[config.mk]
export PLATFORM = sky130hd
export DESIGN_NAME = multicycle_control
export DESIGN_NICKNAME = d
export VERILOG_FILES = /design/src/rtl/multicycle_control.sv
export SDC_FILE = /design/constraint.sdc
export NUM_CORES = 1
export LEC_CHECK = 0
export BUFFER_PORTS_ARGS = -buffer_cell sky130_fd_sc_hd__buf_4
export CAP_MARGIN = 20
export CORE_UTILIZATION = 45
export DETAILED_ROUTE_END_ITERATION = 10
export PLACE_DENSITY = 0.77
export SLEW_MARGIN = 20
export SYNTH_ARGS = -nofsm -noshare
export SYNTH_HDL_FRONTEND = slang
export SYNTH_SLANG_ARGS = --single-unit
[constraint.sdc]
create_clock -name clk -period 2.05 [get_ports clk]
set_clock_uncertainty 0.15 [all_clocks]
set_input_delay 0.1025 -clock clk [delete_from_list [all_inputs] [get_ports clk]]
set_output_delay 0.1025 -clock clk [all_outputs]
set_load 0.02 [all_outputs]
[src/rtl/multicycle_control.sv]
// Main control FSM of the multi-cycle MIPS core: FETCH/DECODE/EXECUTE/MEM/WB sequencing with a bounded memory wait.
// Optional macro ADDI_SUPPORT_EN adds the ADDIEX/ADDIWB path for opcode 001000.
module multicycle_control #(
  parameter logic [3:0] MEM_WAIT_MAX = 4'd15
) (
  input  logic       clk,
  input  logic       reset,
  input  logic [5:0] Opcode,
  input  logic       Zero,
  input  logic       MemReady,
  output logic       PCWrite,
  output logic       PCWriteCond,
  output logic       IorD,
  output logic       MemRead,
  output logic       MemWrite,
  output logic       IRWrite,
  output logic       MemtoReg,
  output logic       RegDst,
  output logic       RegWrite,
  output logic       ALUSrcA,
  output logic [1:0] ALUSrcB,
  output logic [1:0] ALUOP,
  output logic [1:0] PCSource,
  output logic       Illegal,
  output logic       MemFault,
  output logic [3:0] State
);

  typedef enum logic [3:0] {
    S_FETCH  = 4'd0,
    S_DECODE = 4'd1,
    S_MEMADR = 4'd2,
    S_MEMRD  = 4'd3,
    S_MEMWB  = 4'd4,
    S_MEMWR  = 4'd5,
    S_EXEC   = 4'd6,
    S_ALUWB  = 4'd7,
    S_BRANCH = 4'd8,
    S_JUMP   = 4'd9,
    S_ADDIEX = 4'd10,
    S_ADDIWB = 4'd11
  } state_t;

  localparam logic [5:0] OP_LW   = 6'b100011;
  localparam logic [5:0] OP_SW   = 6'b101011;
  localparam logic [5:0] OP_RTYP = 6'b000000;
  localparam logic [5:0] OP_BEQ  = 6'b000100;
  localparam logic [5:0] OP_J    = 6'b000010;
  localparam logic [5:0] OP_ADDI = 6'b001000;

  state_t     state_reg, state_next;
  logic [3:0] cnt_reg, cnt_next;
  logic       mem_wait;

  // Zero gates the PC enable in the datapath; this FSM only raises PCWriteCond.
  logic unused_zero;
  assign unused_zero = Zero;

  assign State = state_reg;

  always_ff @(posedge clk) begin
    if (reset) begin
      state_reg <= S_FETCH;
      cnt_reg   <= 4'd0;
    end else begin
      state_reg <= state_next;
      cnt_reg   <= cnt_next;
    end
  end

  always_comb begin
    PCWrite     = 1'b0;
    PCWriteCond = 1'b0;
    IorD        = 1'b0;
    MemRead     = 1'b0;
    MemWrite    = 1'b0;
    IRWrite     = 1'b0;
    MemtoReg    = 1'b0;
    RegDst      = 1'b0;
    RegWrite    = 1'b0;
    ALUSrcA     = 1'b0;
    ALUSrcB     = 2'b00;
    ALUOP       = 2'b00;
    PCSource    = 2'b00;
    Illegal     = 1'b0;
    MemFault    = 1'b0;
    mem_wait    = 1'b0;
    cnt_next    = 4'd0;
    state_next  = S_FETCH;

    case (state_reg)
      S_FETCH: begin
        MemRead = 1'b1;
        ALUSrcB = 2'b01;
        IRWrite = MemReady;
        PCWrite = MemReady;
        if (MemReady) state_next = S_DECODE;
        else begin
          mem_wait   = 1'b1;
          state_next = S_FETCH;
        end
      end
      S_DECODE: begin
        ALUSrcB = 2'b11;
        case (Opcode)
          OP_LW, OP_SW: state_next = S_MEMADR;
          OP_RTYP:      state_next = S_EXEC;
          OP_BEQ:       state_next = S_BRANCH;
          OP_J:         state_next = S_JUMP;
`ifdef ADDI_SUPPORT_EN
          OP_ADDI:      state_next = S_ADDIEX;
`endif
          default:      Illegal = 1'b1;
        endcase
      end
      S_MEMADR: begin
        ALUSrcA    = 1'b1;
        ALUSrcB    = 2'b10;
        state_next = (Opcode == OP_LW) ? S_MEMRD : S_MEMWR;
      end
      S_MEMRD: begin
        MemRead = 1'b1;
        IorD    = 1'b1;
        if (MemReady) state_next = S_MEMWB;
        else begin
          mem_wait   = 1'b1;
          state_next = S_MEMRD;
        end
      end
      S_MEMWB: begin
        RegWrite = 1'b1;
        MemtoReg = 1'b1;
      end
      S_MEMWR: begin
        MemWrite = 1'b1;
        IorD     = 1'b1;
        if (!MemReady) begin
          mem_wait   = 1'b1;
          state_next = S_MEMWR;
        end
      end
      S_EXEC: begin
        ALUSrcA    = 1'b1;
        ALUOP      = 2'b10;
        state_next = S_ALUWB;
      end
      S_ALUWB: begin
        RegWrite = 1'b1;
        RegDst   = 1'b1;
      end
      S_BRANCH: begin
        ALUSrcA     = 1'b1;
        ALUOP       = 2'b01;
        PCSource    = 2'b01;
        PCWriteCond = 1'b1;
      end
      S_JUMP: begin
        PCWrite  = 1'b1;
        PCSource = 2'b10;
      end
`ifdef ADDI_SUPPORT_EN
      S_ADDIEX: begin
        ALUSrcA    = 1'b1;
        ALUSrcB    = 2'b10;
        state_next = S_ADDIWB;
      end
      S_ADDIWB: begin
        RegWrite = 1'b1;
      end
`endif
      default: state_next = S_FETCH;
    endcase

    // A stalled access that hits the bound is abandoned; MemReady in the same cycle means no stall.
    if (mem_wait) begin
      if (cnt_reg == MEM_WAIT_MAX) begin
        MemFault   = 1'b1;
        state_next = S_FETCH;
        cnt_next   = 4'd0;
      end else begin
        cnt_next = cnt_reg + 4'd1;
      end
    end

    if (reset) begin
      PCWrite     = 1'b0;
      IRWrite     = 1'b0;
      MemWrite    = 1'b0;
      RegWrite    = 1'b0;
      MemRead     = 1'b0;
      PCWriteCond = 1'b0;
      Illegal     = 1'b0;
      MemFault    = 1'b0;
    end
  end

endmodule

# Yosys cells after proc, flatten, opt, wreduce, memory -nomap -nowiden
# Cells that the tools add are included.
# op_classes
add_sub_neg	1
n_eq_ne	14
mux	35
bitwise_logic	1
reduce_logical	10
# op_table
cell	count
$mux 1	24
$pmux 4 s6	1
$eq 4x3->1 const B	4
$pmux 4 s4	1
$eq 4x4->1 const B	3
$eq 6x6->1 const B	2
$mux 3	3
$reduce_or 3->1	3
$eq 4x2->1 const B	2
$mux 4	2
$pmux 2 s2	2
$reduce_or 2->1	4
$eq 6x2->1 const B	1
$eq 6x3->1 const B	1
$logic_not 6->1	1
$pmux 2 s3	1
$reduce_or 5->1	1
$add 4x1->4 const B	1
$eq 4x1->1 const B	1
$logic_not 4->1	1
$pmux 1 s2	1
$not 1->1	1
# totals
reg_bits	8
in_bits	10
out_inout_bits	22
wordCells	63

# Longest topological paths before layout
# logic_depth
depth_word	6
depth_mapped	6
mapped_depth_nobuf	5

# Least setup slack after synthesis
# Ideal clock, no wire load.
# synth_path
kind	reg2out
from	register state_reg[2], in the netlist State[2]
to	output port IRWrite
arrival_ps	1739
t_required_ps	1798
path_slack_ps	58
stages_incl_launch_ff	4
path_buffers	1
path_cell_list	dfxtp_1 buf_2 or3_1 nor4b_1
# synth_via
elab_chain_cells	3
# synth_lines
item	line	source
start, declared	51	state_t state_reg, state_next;
start signal, assigned	66	state_reg <= state_next;
$logic_not 4->1	91	case (state_reg)
$mux 1	91	
$mux 1	185	if (reset) begin
end, declared	16	output logic IRWrite,
# Every way passes these cells.

# Final worst setup path
# layout_path
from	register state_reg[2], in the netlist State[2]
to	register state_reg[3], in the netlist State[3]
# layout_via
elab_chain_cells	4
elab_cells_between_ends	11
cone_classes	5 x eq/ne; 4 x mux; 2 x reduce/logical
# layout_lines
item	line	source
$eq 4x3->1, or another cell as far along	91	
$pmux 4 s6 or $reduce_or 3->1 (tied branches)	-	
$mux 4 or $mux 1 (tied branches)	-	
$mux 4 *	175	if (mem_wait) begin
# Every way passes the cells marked *; elsewhere a longest branch is shown, timed or not.
# A chain may end at the register's enable or synchronous reset.

==> flow_summary.json <==
{
  "outcome": "finished, final reports clean",
  "setup_viol": 0,
  "gp_congestion": 0.772,
  "ir_worst_vdd_v": 0.000467,
  "dpl.hpwl_um": 1270,
  "max_freq_ghz": 0.531,
  "synth_cells": 99,
  "min_path_type": "in2reg",
  "cts.sinks": 8,
  "crit_type": "reg2reg",
  "die_y_um": 41.5,
  "coreArea_um2": 1380,
  "detail_route.iter0.violations": 23,
  "synth_nets": 110,
  "power.share.switching_pct": 27.4,
  "cts_tree": "done",
  "synth-seq-cells": 8,
  "grt_pass1_vias": 666,
  "p_clk_share_pct": 30.9,
  "path_max_fanout": 10,
  "combPwrFrac_pct": 24.3,
  "r2r-start": "State[2]",
  "ctsHtreeMaxLevel": 1,
  "cap_violations": 0,
  "finalMaxSlewViolations": 0,
  "die_w_um": 41.5,
  "critical_path_arrival_ns": 1.92,
  "clk_latency_ns": 0.25,
  "setup.worst_path.start_class": "flop",
  "r2r_end": "State[3]",
  "start_util_pct": 50.9,
  "die-area_um2": 1720,
  "grt_pass1_wl_um": 2840,
  "grt_setup_unrepaired": "false",
  "slew_headroom_pct": 71.9,
  "wl_um": 1790,
  "drtAntennaViolNets": 0,
  "drc": 0,
  "dp_slack_ns": 0.416,
  "cts_made_buffers": 3,
  "leakagePower_nw": 0.415,
  "portBuffers": 30,
  "crit_path_end": "State[3]",
  "cts_setup_buffers": 0,
  "vias": 806,
  "syn_area_um2": 703,
  "power_frac_seq_pct": 44.7,
  "grt_overflow": 0,
  "power_per_cell_area_nw_per_um2": 380,
  "crit_required_ns": 2.09,
  "clk_pin_slew_ns": 0.05,
  "wl_per_cell_um": 12.3,
  "area_delta_synth_final_pct": 38.3,
  "ioPinCount": 32,
  "cts-root-buf": "clkbuf_4",
  "fin_crit_sh_pct": 91.9,
  "fin_util_pct": 70.3,
  "reg2reg_slack_ns": 0.17,
  "ys_warn_count": 0,
  "first_pass_iters": 4,
  "num_rows": 13,
  "min_period_ns": 1.88,
  "hold_viol": 0,
  "cts_buffer_depth": 2,
  "drive_gt1_share_pct": 32.3,
  "reg2regPathDepth": 3,
  "track_usage_pct": 20.3,
  "avgViaCountPerCell": 5.56,
  "layout_commonest_cell": "buf_4",
  "endpoint_kind": "flop",
  "switching_power_mw": 0.101,
  "p_int_mw": 0.269,
  "setup_tns_ns": 0,
  "avgSynthCellArea_um2": 7.10,
  "hold_slack_ns": 0.0133,
  "final_cell_mix": "34 x buf_4, 14 x nor2_1, 10 x nor3_1",
  "worst_pin_slew_ns": 0.418,
  "worst_slack_ns": 0.167,
  "ys_seq_area_share_pct": 22.8,
  "crit_start": "State[2]",
  "n_antenna_cell": 0,
  "synth_cell_types": 37,
  "grt_max_degree": 16,
  "fin_nets": 143,
  "antenna_found_initial": 0
}
## cell usage after synthesis
cell type,n,area [µm²]
nand2b_4,1,13.8
a211oi_1,1,7.51
a31o_2,1,8.76
buf_1,1,3.75
nor2_1,14,52.6
or3_1,1,6.26
nand2_1,7,26.3
nor4b_1,1,8.76
buf_6,2,22.5
nand4b_1,1,8.76
nor3b_1,2,15.0
clkbuf_1,2,7.51
nand2b_1,4,25.0
o21ai_1,2,10.0
nor3_1,10,50.1
nor2b_1,1,6.26
nand3b_1,2,15.0
nand3_1,5,25.0
dfxtp_1,8,160
or2_2,1,6.26
a21oi_1,3,15.0
or4_1,1,7.51
ha_1,1,12.5
a311o_1,1,10.0
o21bai_1,2,15.0
xnor2_1,2,17.5
a31oi_1,1,6.26
inv_1,2,7.51
xor2_1,3,26.3
o21ai_0,2,10.0
or2_0,1,6.26
nor4_1,6,37.5
buf_2,3,15.0
a2bb2oi_1,1,8.76
mux2_2,1,11.3
or3b_1,1,8.76
a31o_1,1,8.76
## worst min path at each step
stage | end | cells past startpoint | start | slack (ns)
floorplan | State[3] | 1 | Opcode[4] | 0.03
global placement | State[3] | 2 | Opcode[4] | 0.14
detailed placement | State[3] | 2 | Opcode[4] | 0.14
CTS | State[0] | 3 | Opcode[1] | 0.01
global route | State[0] | 3 | Opcode[1] | 0.005
finish | State[0] | 3 | Opcode[1] | 0.01
## power groups by stage
| stage | Clock, mW | Sequential, mW | Combinational (mW) |
|---|---|---|---|
| after floorplan | 0 | 0.167 | 0.0527 |
| after global placement | 0 | 0.168 | 0.0860 |
| after detailed placement | 0 | 0.168 | 0.0873 |
| after CTS | 0.120 | 0.165 | 0.0897 |
| after global routing | 0.132 | 0.166 | 0.0976 |
| final | 0.114 | 0.165 | 0.0900 |
## layout make-up
cell class / count / area, µm²
well taps: 15 / 18.8
inverters: 2 / 7.51
fillers: 119 / 410
multi-input cells: 81 / 487
clock buffers: 3 / 22.5
repair buffers: 36 / 275
flip-flops and latches: 8 / 161
## critical path, cell delays in order (launching register included)
cell and delay, ns:
dfxtp_1 0.39, or3_1 0.47, nor4_1 0.23, dlygate4sd3_1 0.58
## through the flow
step / std cells / instance area [µm²] / total power, mW
2_1_floorplan: 99 / 703 / 0.219
5_1_grt: 145 / 972 / 0.395
4_1_cts: 145 / 971 / 0.375
6_report: 145 / 972 / 0.370
3_5_place_dp: 140 / 928 / 0.255
3_3_place_gp: 140 / 928 / 0.254
## logic make-up after synthesis
logic type / count (synthesis) / synth area share [%]
compound gates: 15 / 14.2
xor+xnor: 5 / 6.23
mux: 1 / 1.60
fa+ha+maj: 1 / 1.78
buf+inv: 10 / 8.01
simple gates: 59 / 45.4
flops: 8 / 22.8
## per-layer routing
| layer | share of wire [%] | track usage, % | vias up |
|---|---|---|---|
| li1 | - | - | 419 |
| met5 | 0 | 0 | - |
| met4 | 0 | 1.94 | 0 |
| met2 | 50 | 32.5 | 16 |
| met3 | 3.6 | 6.52 | 0 |
| met1 | 47 | 27.6 | 371 |
## what timing repair did
item / in CTS / in global routing
resized for setup: 0 / 1
setup endpoints to repair: 0 / 1
hold endpoints to repair: 1 / 0
hold buffers: 2 / 0
No activity file was read; power rests on OpenSTA's default activity.
